<file path="src/rtl/pcileech_ft601_tx_sched_pkg.sv">
// Shared types and constants for the FT601 upstream scheduler.
//   MAGIC_DEF   : default value of tag dword bits [31:28]
//   TAG_EMPTY   : tag nibble of an unfilled frame slot
//   FRAME_SLOTS : data dwords per 256-bit frame
//   tag_nib_t   : per-slot tag nibble {last, src id}
package pcileech_tx_pkg;
  localparam logic [3:0] MAGIC_DEF   = 4'hE;
  localparam logic [3:0] TAG_EMPTY   = 4'hF;
  localparam int         FRAME_SLOTS = 7;

  typedef struct packed {
    logic       last;
    logic [2:0] src;
  } tag_nib_t;

  typedef enum logic [1:0] {S_IDLE, S_ARB, S_XFER} sched_state_t;
endpackage

</file>
<file path="src/rtl/pcileech_ft601_tx_sched_if.sv">
// Source/sink bundle of the FT601 upstream scheduler.
//   src_data/src_last/src_valid/src_ready : NUM_SRC dword streams (source i at index i)
//   out_afull                             : downstream FIFO almost full
//   out_data/out_valid                    : 256-bit frame write strobe
//   busy                                  : activity indication
// master = stream producers + downstream FIFO side, slave = scheduler.
interface pcileech_ft601_tx_sched_if #(parameter int NUM_SRC = 3);
  logic [NUM_SRC-1:0][31:0] src_data;
  logic [NUM_SRC-1:0]       src_last;
  logic [NUM_SRC-1:0]       src_valid;
  logic [NUM_SRC-1:0]       src_ready;
  logic                     out_afull;
  logic [255:0]             out_data;
  logic                     out_valid;
  logic                     busy;

  modport master (output src_data, src_last, src_valid, out_afull,
                  input  src_ready, out_data, out_valid, busy);
  modport slave  (input  src_data, src_last, src_valid, out_afull,
                  output src_ready, out_data, out_valid, busy);
endinterface

</file>
<file path="src/rtl/pcileech_ft601_tx_sched_arb.sv">
// Round-robin pick: first requester at or after i_ptr, wrapping NUM_SRC-1 -> 0.
//   i_req     : request vector
//   i_ptr     : search start (always < NUM_SRC)
//   o_gnt_idx : encoded winner
//   o_gnt_any : some requester was found
module pcileech_rr_arb #(
  parameter int NUM_SRC = 3
) (
  input  logic [NUM_SRC-1:0] i_req,
  input  logic [2:0]         i_ptr,
  output logic [2:0]         o_gnt_idx,
  output logic               o_gnt_any
);
  logic [3:0] w_idx;

  always_comb begin
    o_gnt_idx = '0;
    o_gnt_any = 1'b0;
    w_idx     = '0;
    for (int off = 0; off < NUM_SRC; off++) begin
      // ptr+off < 2*NUM_SRC, so one subtraction wraps it
      w_idx = {1'b0, i_ptr} + 4'(off);
      if (w_idx >= 4'(NUM_SRC)) w_idx = w_idx - 4'(NUM_SRC);
      for (int j = 0; j < NUM_SRC; j++)
        if (!o_gnt_any && (w_idx == 4'(j)) && i_req[j]) begin
          o_gnt_any = 1'b1;
          o_gnt_idx = 3'(j);
        end
    end
  end
endmodule

</file>
<file path="src/rtl/pcileech_ft601_tx_sched.sv">
// FT601 upstream scheduler: per-packet round-robin over NUM_SRC dword streams,
// packing accepted dwords into 256-bit frames (tag dword + 7 data dwords).
// Partial frames are flushed after TIMEOUT_CYC cycles without an accept.
//   clk : FT601 clock
//   rst : synchronous, active-high reset
//   bus : slave side of the source/sink bundle
module pcileech_ft601_tx_sched
  import pcileech_tx_pkg::*;
#(
  parameter int         NUM_SRC     = 3,
  parameter int         TIMEOUT_CYC = 64,
  parameter logic [3:0] MAGIC       = MAGIC_DEF
) (
  input  logic                         clk,
  input  logic                         rst,
  pcileech_ft601_tx_sched_if.slave     bus
);
  localparam int TW = $clog2(TIMEOUT_CYC);
  // timer holds the idle cycles already elapsed; the flush decision is taken in
  // the idle cycle that makes out_valid land TIMEOUT_CYC cycles after the last accept
  localparam logic [TW-1:0] TO_LAST = TW'(TIMEOUT_CYC - 2);
  localparam logic [4*FRAME_SLOTS-1:0] EMPTY_TAGS = {FRAME_SLOTS{TAG_EMPTY}};

  sched_state_t                    r_state, w_state_nxt;
  logic [2:0]                      r_grant, r_rr, r_slot;
  tag_nib_t [FRAME_SLOTS-1:0]      r_tags, w_tags;
  logic [FRAME_SLOTS-1:0][31:0]    r_data, w_data;
  logic [TW-1:0]                   r_timer;
  logic [255:0]                    r_out_data;
  logic                            r_out_valid;

  logic [2:0]  w_arb_idx;
  logic        w_arb_any;
  logic        w_sel_valid, w_sel_last, w_acc, w_full, w_to, w_emit;
  logic [31:0] w_sel_data;

  pcileech_rr_arb #(.NUM_SRC(NUM_SRC)) u_arb (
    .i_req     (bus.src_valid),
    .i_ptr     (r_rr),
    .o_gnt_idx (w_arb_idx),
    .o_gnt_any (w_arb_any)
  );

  // mux of the granted source
  always_comb begin
    w_sel_valid = 1'b0;
    w_sel_last  = 1'b0;
    w_sel_data  = '0;
    for (int i = 0; i < NUM_SRC; i++)
      if (r_grant == 3'(i)) begin
        w_sel_valid = bus.src_valid[i];
        w_sel_last  = bus.src_last[i];
        w_sel_data  = bus.src_data[i];
      end
  end

  assign w_acc = (r_state == S_XFER) && w_sel_valid && !bus.out_afull;

  always_comb begin
    for (int i = 0; i < NUM_SRC; i++)
      bus.src_ready[i] = w_acc && (r_grant == 3'(i));
  end

  // frame contents after merging this cycle's accept
  always_comb begin
    w_tags = r_tags;
    w_data = r_data;
    if (w_acc)
      for (int k = 0; k < FRAME_SLOTS; k++)
        if (r_slot == 3'(k)) begin
          w_tags[k] = '{last: w_sel_last, src: r_grant};
          w_data[k] = w_sel_data;
        end
  end

  assign w_full = w_acc && (r_slot == 3'(FRAME_SLOTS - 1));
  assign w_to   = !w_acc && (r_slot != 3'd0) && (r_timer == TO_LAST);
  assign w_emit = w_full || w_to;

  always_comb begin
    w_state_nxt = r_state;
    unique case (r_state)
      S_IDLE:  if (|bus.src_valid) w_state_nxt = S_ARB;
      // requesters never drop before their first accept, so w_arb_any is
      // normally set; fall back to IDLE rather than grant nobody
      S_ARB:   w_state_nxt = w_arb_any ? S_XFER : S_IDLE;
      S_XFER:  if (w_acc && w_sel_last) w_state_nxt = S_IDLE;
      default: w_state_nxt = S_IDLE;
    endcase
  end

  always_ff @(posedge clk) begin
    if (rst) begin
      r_state     <= S_IDLE;
      r_grant     <= '0;
      r_rr        <= '0;
      r_slot      <= '0;
      r_tags      <= EMPTY_TAGS;
      r_data      <= '0;
      r_timer     <= '0;
      r_out_data  <= '0;
      r_out_valid <= 1'b0;
    end else begin
      r_state     <= w_state_nxt;
      r_out_valid <= w_emit;
      if (r_state == S_ARB && w_arb_any) begin
        r_grant <= w_arb_idx;
        r_rr    <= (w_arb_idx == 3'(NUM_SRC - 1)) ? 3'd0 : w_arb_idx + 3'd1;
      end
      if (w_emit) begin
        r_out_data <= {w_data, MAGIC, w_tags};
        r_tags     <= EMPTY_TAGS;
        r_data     <= '0;
        r_slot     <= '0;
      end else begin
        r_tags <= w_tags;
        r_data <= w_data;
        if (w_acc) r_slot <= r_slot + 3'd1;
      end
      if (w_acc || w_emit || r_slot == 3'd0) r_timer <= '0;
      else                                   r_timer <= r_timer + TW'(1);
    end
  end

  assign bus.out_data  = r_out_data;
  assign bus.out_valid = r_out_valid;
  assign bus.busy      = (r_slot != 3'd0) || (r_state != S_IDLE);
endmodule

</file>
<file path="src/flat_wrapper.sv">
// flat-port wrapper written by rule: the top's interface ports become plain ports
module pcileech_ft601_tx_sched_flat import pcileech_tx_pkg::*;
#(
  parameter int         NUM_SRC     = 3,
  parameter int         TIMEOUT_CYC = 64,
  parameter logic [3:0] MAGIC       = MAGIC_DEF
)
  (clk, rst, bus_src_data, bus_src_last, bus_src_valid, bus_out_afull, bus_src_ready, bus_out_data, bus_out_valid, bus_busy);
  pcileech_ft601_tx_sched_if #(.NUM_SRC(NUM_SRC)) bus_i ();
  input  logic clk;
  input  logic rst;
  input wire logic [$bits(bus_i.src_data)-1:0] bus_src_data;
  input wire logic [$bits(bus_i.src_last)-1:0] bus_src_last;
  input wire logic [$bits(bus_i.src_valid)-1:0] bus_src_valid;
  input wire logic [$bits(bus_i.out_afull)-1:0] bus_out_afull;
  output wire logic [$bits(bus_i.src_ready)-1:0] bus_src_ready;
  output wire logic [$bits(bus_i.out_data)-1:0] bus_out_data;
  output wire logic [$bits(bus_i.out_valid)-1:0] bus_out_valid;
  output wire logic [$bits(bus_i.busy)-1:0] bus_busy;
  assign bus_i.src_data = bus_src_data;
  assign bus_i.src_last = bus_src_last;
  assign bus_i.src_valid = bus_src_valid;
  assign bus_i.out_afull = bus_out_afull;
  assign bus_src_ready = bus_i.src_ready;
  assign bus_out_data = bus_i.out_data;
  assign bus_out_valid = bus_i.out_valid;
  assign bus_busy = bus_i.busy;
  pcileech_ft601_tx_sched #(.NUM_SRC(NUM_SRC), .TIMEOUT_CYC(TIMEOUT_CYC), .MAGIC(MAGIC)) u_core (.clk(clk), .rst(rst), .bus(bus_i));
endmodule
</file>
<file path="config.mk">
export PLATFORM = sky130hd
export DESIGN_NAME = pcileech_ft601_tx_sched_flat
export DESIGN_NICKNAME = d
export VERILOG_FILES = /design/src/rtl/pcileech_ft601_tx_sched_pkg.sv /design/src/rtl/pcileech_ft601_tx_sched_if.sv /design/src/rtl/pcileech_ft601_tx_sched_arb.sv /design/src/rtl/pcileech_ft601_tx_sched.sv /design/src/flat_wrapper.sv
export SDC_FILE = /design/constraint.sdc
export NUM_CORES = 1
export LEC_CHECK = 0
export CORE_ASPECT_RATIO = 0.8
export CORE_MARGIN = 5
export CORE_UTILIZATION = 40
export CTS_CLUSTER_DIAMETER = 200
export DETAILED_ROUTE_END_ITERATION = 6
export GPL_TIMING_DRIVEN = 0
export HOLD_SLACK_MARGIN = 0.1
export PLACE_DENSITY_LB_ADDON = 0.15
export SYNTH_ARGS = -nofsm -noshare
export SYNTH_HDL_FRONTEND = slang
export SYNTH_HIERARCHICAL = 1
export SYNTH_SLANG_ARGS = --single-unit
</file>
<file path="constraint.sdc">
create_clock -name clk -period 2.9 [get_ports clk]
set_clock_uncertainty 0.1 [all_clocks]
set_input_delay 0.435 -clock clk [delete_from_list [all_inputs] [get_ports clk]]
set_output_delay 0.435 -clock clk [all_outputs]
set_load 0.01 [all_outputs]
</file>
==> impl_metrics.toml, run 1 <==
[sta]
drv_slew = 0
period_needed_ps = 2830
worst_pin_slew_ps = 1240
report.final.hold_viol_count = 0
rsz0062_at_grt = "yes"
maxSlewHeadroom = 0.171
fin_crit_sh = 0.976
max_freq_ghz = 0.353
finalSetupViolations = 0
finalSetupTns_ps = 0

[critical_path]
critPathRequiredTime_ps = 3310
path_cells = "buf_8 -> clkinvlp_4 -> ha_4 -> or3b_4 -> a2111oi_4 -> a41o_1 -> nor3_2 -> a21bo_2 -> nor2b_2 -> nor3_2 -> a21oi_1 -> nor2_1"
reg2reg_from = "u_core/r_rr[0]"
crit_arrival_ps = 3240
cpMostUsedCell = "nor3_2"
critical-path-max-stage-delay_ps = 390
r2r_cells = 12
cp-end-kind = "register"
reg2reg_setup_slack_ps = 70
critPathCapture = "u_core/r_rr[0]"
crit_fanout = 5
crit_slowest_cell = "dfxtp_4"
start_kind = "register"
crit_start = "u_core/r_rr[0]"
regToRegEndpoint = "u_core/r_rr[0]"
path_class = "register to register"

[status]
outcome = "finished, final reports clean"

[synth]
synth_area_leaders = "dfxtp_1 56%, mux2i_1 11%, o2bb2ai_1 10%, nor2_1 4.2%, a211oi_1 2.7%"
synth-seq-area-share = 0.556
yosys.area.top_type_share = 0.556
synth_flop_cell = "dfxtp_1"
synth_fp_nets = 1871
syn_area_um2 = 18800
postSynthAreaPerCell_um2 = 10.8
synth-edff-count = 0
yosysMostFrequentCell = "dfxtp_1"
async_flop_share = 0
ys_ff_latch = 523
syn_inst = 1748
yosysTopAreaCell = "dfxtp_1"
synth_cell_types = 59
ys_warn_count = 6
synthTopCellsByCount = "523 x dfxtp_1, 214 x o2bb2ai_1, 212 x mux2i_1"

[detailed_routing]
dr.pass1.iters = 5
drc = 0
ant_nets = 0
vias_per_cell = 5.28
wl_mm = 68.0
drt_first_iter_violations = 931
routed-via-count = 15000
wl_per_cell_um = 23.9

[placement]
portBuffers = 363
hpwl_mm = 49.5
gp_congestion = 0.840

[die]
dieArea_um2 = 51500
core_area_um2 = 46800
std_cell_rows = 71
die_h_um = 204
initial_core_util = 0.402
boundaryPins = 366
die_w_um = 253

[finish]
syn_to_final_growth_pct = 36.0
n_fill_cell = 4154
regArea_um2 = 10500
diodes = 0
fin_util = 0.547
drive_above_1_share = 0.126
multi_input_comb_area_um2 = 7770
fin_nets = 2313

[cts]
clkSlewWorstSetupHoldPaths_ps = 60
cts_tree = "done"
clock-root-buffer = "clkbuf_16"
cts_inserted_buffers = 52
numClockSinks = 523
cts.path.max_buffers = 3
clock_latency_ps = 590
htree_levels = 2

[grt]
grt_usage = 0.254
grt_overflow = 0
grt_start_max_net_pins = 15
antenna_found_initial = 1
grt_pass1_wl_mm = 98.8
grt_pass1_vias = 15200

[power]
power_leakage_nw = 10.1
peakVddDrop_mv = 0.540
p_per_area_nw_per_um2 = 687
power_mw = 17.6

[run]
drv_cap = 0

[min_path]
hold_path.class = "register to register"
-- final cells by class --
cell class / instances / area share
repair buffers: 389 / 0.150
clock buffers: 77 / 0.0601
plain buffers: 141 / 0.0303
well taps: 620 / 0.0303
multi-input cells: 1036 / 0.303
flip-flops and latches: 523 / 0.409
clock inverters: 16 / 0.00963
inverters: 47 / 0.00704
-- worst max-delay path, delay by kind of cell (launching register included) --
kind            cells  cell delay (ps)
compound gates      4              880
fa+ha+maj           1              310
buf+inv             2              240
flops               1              390
simple gates        5              840
-- per-layer routing --
layer / GRT usage / vias up / share of wire
met1: 0.355 / 7395 / 0.46
met5: 0 / - / 0
met4: 0.0591 / 0 / 0.018
met2: 0.409 / 473 / 0.46
li1: - / 7074 / -
met3: 0.0524 / 93 / 0.063
-- worst min path at each step --
stage / startpoint / end / slack (ps) / cells after the start
3_3_place_gp: u_core/r_tags[27] / u_core/r_tags[27] / 320 / 1
2_1_floorplan: u_core/r_tags[24] / u_core/r_tags[24] / 310 / 1
6_report: u_core/r_tags[25] / u_core/r_tags[25] / 350 / 1
4_1_cts: u_core/r_tags[27] / u_core/r_tags[27] / 340 / 1
5_1_grt: u_core/r_tags[27] / u_core/r_tags[27] / 360 / 1
3_5_place_dp: u_core/r_tags[25] / u_core/r_tags[25] / 330 / 1
-- flip-flops by register name (all words and copies together), names as in the netlist --
register / cells
u_core/r_timer: 6
u_core/r_slot: 3
u_core/bus.out_valid: 1
u_core/r_data: 224
u_core/r_state: 2
u_core/bus.out_data: 253
u_core/r_tags: 28
u_core/r_grant: 3
u_core/r_rr: 3
-- stage by stage --
step                      std cells  hold slack (ps)  setup WS, ps  instance area [um^2]
after global placement         2731              324         -1160                 23200
after CTS                      2834              345          -193                 25400
final                          2849              347          69.8                 25600
after detailed placement       2735              328         -1080                 23300
after floorplan                1748              311          62.6                 18800
after global routing           2849              356         -45.1                 25600
-- logic make-up after synthesis --
kind of cell,Yosys count,share of synthesized area
XOR/XNOR,6,0.00279
adder cells (fa/ha/maj),18,0.0120
AO/OA/AOI/OAI,392,0.167
flip-flops,523,0.556
other,2,0.000399
buffers and inverters,189,0.0447
multiplexers,212,0.113
AND/OR/NAND/NOR,406,0.104
-- repair_timing --
| item | 4_1_cts | 5_1_grt |
|---|---|---|
| setup buffers | 7 | 15 |
| hold buffers | 0 | 0 |
| pin swaps | 3 | 8 |
| endpoints found under the setup margin | 488 | 245 |
| resized for setup | 60 | 39 |
-- power by group --
group / internal, mW / switching [mW]
combinational: 1.13 / 2.12
sequential: 7.26 / 0.0685
clock: 4.19 / 2.82
-- placed cells by master, fill, tap and decap left out, types with 3 or more instances in the layout --
| master | synthesis | routed |
|---|---|---|
| dfxtp_1 | 523 | 519 |
| o21ai_0 | 39 | 39 |
| inv_1 | 47 | 46 |
| nand2_1 | 42 | 42 |
| nor4b_1 | 4 | 4 |
| nand3_1 | 15 | 14 |
| buf_4 | 4 | 29 |
| clkbuf_4 | 0 | 5 |
| xor2_1 | 4 | 4 |
| clkbuf_1 | 53 | 45 |
| o2bb2ai_1 | 214 | 214 |
| nand2b_1 | 40 | 39 |
| nor2b_1 | 35 | 34 |
| nand3b_1 | 5 | 5 |
| clkbuf_16 | 0 | 55 |
| clkbuf_2 | 0 | 11 |
| clkinvlp_4 | 0 | 3 |
| a22oi_1 | 35 | 35 |
| a211oi_4 | 0 | 3 |
| a21oi_1 | 12 | 12 |
| ha_1 | 18 | 16 |
| a211oi_1 | 68 | 37 |
| buf_6 | 2 | 5 |
| nor2_1 | 211 | 211 |
| clkbuf_8 | 0 | 12 |
| a211oi_2 | 1 | 29 |
| buf_2 | 82 | 78 |
| clkinv_2 | 0 | 7 |
| bufinv_16 | 0 | 6 |
| clkdlybuf4s50_1 | 0 | 360 |
| and2_1 | 32 | 32 |
| mux2i_1 | 212 | 212 |
Note: power is estimated with default switching activity, not from simulation.
==> run 2, diff against run 1 <==
Settings changed: CTS_BUF_LIST from default to sky130_fd_sc_hd__clkbuf_2 sky130_fd_sc_hd__clkbuf_4 sky130_fd_sc_hd__clkbuf_8.
==> run 2 against run 1 <==
Effect of this change: sequential share of layout area decreased by 0.13 points; setup slack improved by 3.8 ps; flip-flop and latch count unchanged; first-iteration DRC count increased by 6.3%; final cell count increased by 1.9%; via count increased by 1.6%; fmax increased by 0.14%; combinational power about the same.
==> impl_metrics.toml, run 2 (synthesized netlist as in run 1, its figures left out) <==
[status]
outcome = "finished, final reports clean"

[grt]
grt_pass1_wl_mm = 99.9
grt_usage = 0.258
grt_overflow = 0
grt_pass1_vias = 15400
antenna_found_initial = 1
grt_start_max_net_pins = 12

[placement]
place_ws_ps = -1080
portBuffers = 363
postPlaceCellArea_um2 = 23300
gp_congestion = 0.840
hpwl_mm = 49.5

[sta]
finalSetupTns_ps = 0
rsz0062_at_grt = "yes"
finalSetupViolations = 0
report.final.hold_viol_count = 0
worst_pin_slew_ps = 1130
timing.final.ws_setup_ps = 73.6
period_needed_ps = 2830
max_freq_ghz = 0.354
fin_crit_sh = 0.975
drv_slew = 0
hold_slack_ps = 344
maxSlewHeadroom = 0.245

[detailed_routing]
ant_nets = 0
wl_per_cell_um = 23.7
dr.pass1.iters = 5
drc = 0
drt_first_iter_violations = 990
vias_per_cell = 5.26
wl_mm = 68.9
routed-via-count = 15300

[cts]
htree_levels = 3
clock-root-buffer = "clkbuf_8"
cts_tree = "done"
cts.path.max_buffers = 3
holdBufCountCts = 0
clkSlewWorstSetupHoldPaths_ps = 60
cts_inserted_buffers = 84
clock_latency_ps = 660
numClockSinks = 523

[power]
power_leakage_nw = 10.2
p_per_area_nw_per_um2 = 686
peakVddDrop_mv = 0.323

[critical_path]
start_kind = "register"
critical-path-max-stage-delay_ps = 390
path_class = "register to register"
critPathRequiredTime_ps = 3350
path_cells = "buf_8 -> clkinvlp_4 -> ha_4 -> or3b_4 -> a2111oi_4 -> a41o_1 -> nor3_2 -> a21bo_2 -> nand2b_4 -> a311oi_2"
crit_arrival_ps = 3270
crit_fanout = 5
crit_slowest_cell = "or3b_4"
cp-end-kind = "register"

[finish]
largest_reg_flops = 253
syn_to_final_growth_pct = 36.4
drive_above_1_share = 0.152
final_common_cell = "dfxtp_1"
fin_area_um2 = 25700
n_fill_cell = 4182
final_cell_mix = "519 x dfxtp_1, 360 x clkdlybuf4s50_1, 214 x o2bb2ai_1, 212 x mux2i_1, 211 x nor2_1"
fin_nets = 2343

[die]
boundaryPins = 366
dieArea_um2 = 51500
die_w_um = 253
initial_core_util = 0.402
core_area_um2 = 46800
die_h_um = 204
std_cell_rows = 71

[min_path]
hold_path.class = "register to register"

[run]
drv_cap = 0
==> run 2: cell types whose count changed in the layout (fill, tap and decap cells not counted), sizes merged <==
cell / previous run / this run
buf: 115 / 114
clkinv: 8 / 6
inv: 46 / 47
clkinvlp: 3 / 7
clkbuf: 128 / 181
diode: 0 / 2
dlygate4sd2: 2 / 1
bufinv: 6 / 4
clkdlybuf4s15: 1 / 0
==> run 2: final timing paths <==
check	start	end	slack (ps)	depth (start not counted)
worst max register to register	u_core/r_rr[0]	u_core/r_rr[1]	70	10
worst min register to register	u_core/r_tags[27]	u_core/r_tags[27]	340	1
worst min-delay path	u_core/r_tags[27]	u_core/r_tags[27]	340	1
worst max-delay path	u_core/r_rr[0]	u_core/r_rr[1]	70	10
==> run 2: worst max-delay path, delay by kind of cell, from the launching register on <==
kind	cells	cell delay (ps)
flops	1	380
simple gates	3	600
compound gates	4	1080
buf+inv	2	250
fa+ha+maj	1	320
==> run 2: what timing repair did <==
action	4_1_cts	5_1_grt
endpoints found under the setup margin	489	68
resized for setup	70	25
setup buffers	8	12
pin swaps	4	10
==> run 2: metrics by stage <==
stage | power, mW | util | instances
6_report | 17.6 | 0.549 | 2902
5_1_grt | 18.2 | 0.548 | 2900
4_1_cts | 17.5 | 0.545 | 2887
3_5_place_dp | 10.3 | 0.498 | 2735
3_3_place_gp | 10.2 | 0.496 | 2731
2_1_floorplan | 9.01 | - | 1748
==> run 2: area by class of cell <==
class                           count  area, um^2  share of cell area
Sequential cell                   523       10500               0.408
Clock inverter                     17         204             0.00794
Clock buffer                      129        1680              0.0652
Antenna cell                        2        5.00            0.000195
Timing Repair Buffer              388        3810               0.148
Tap cell                          620         776              0.0302
Multi-Input combinational cell   1036        7770               0.303
Inverter                           47         180             0.00702
Buffer                            140         781              0.0304
==> run 2: where the power goes <==
group	internal, mW	leakage, nW	switching, mW
registers	7.26	4.21	0.0688
clock network	4.03	0.971	2.97
logic	1.14	5.00	2.14
total	12.4	10.2	5.18
==> run 2: per-layer routing <==
metal  part of all wire  global-route usage
met5                  0                   0
met4              0.017              0.0647
met3              0.063              0.0626
met2               0.46               0.407
met1               0.46               0.359
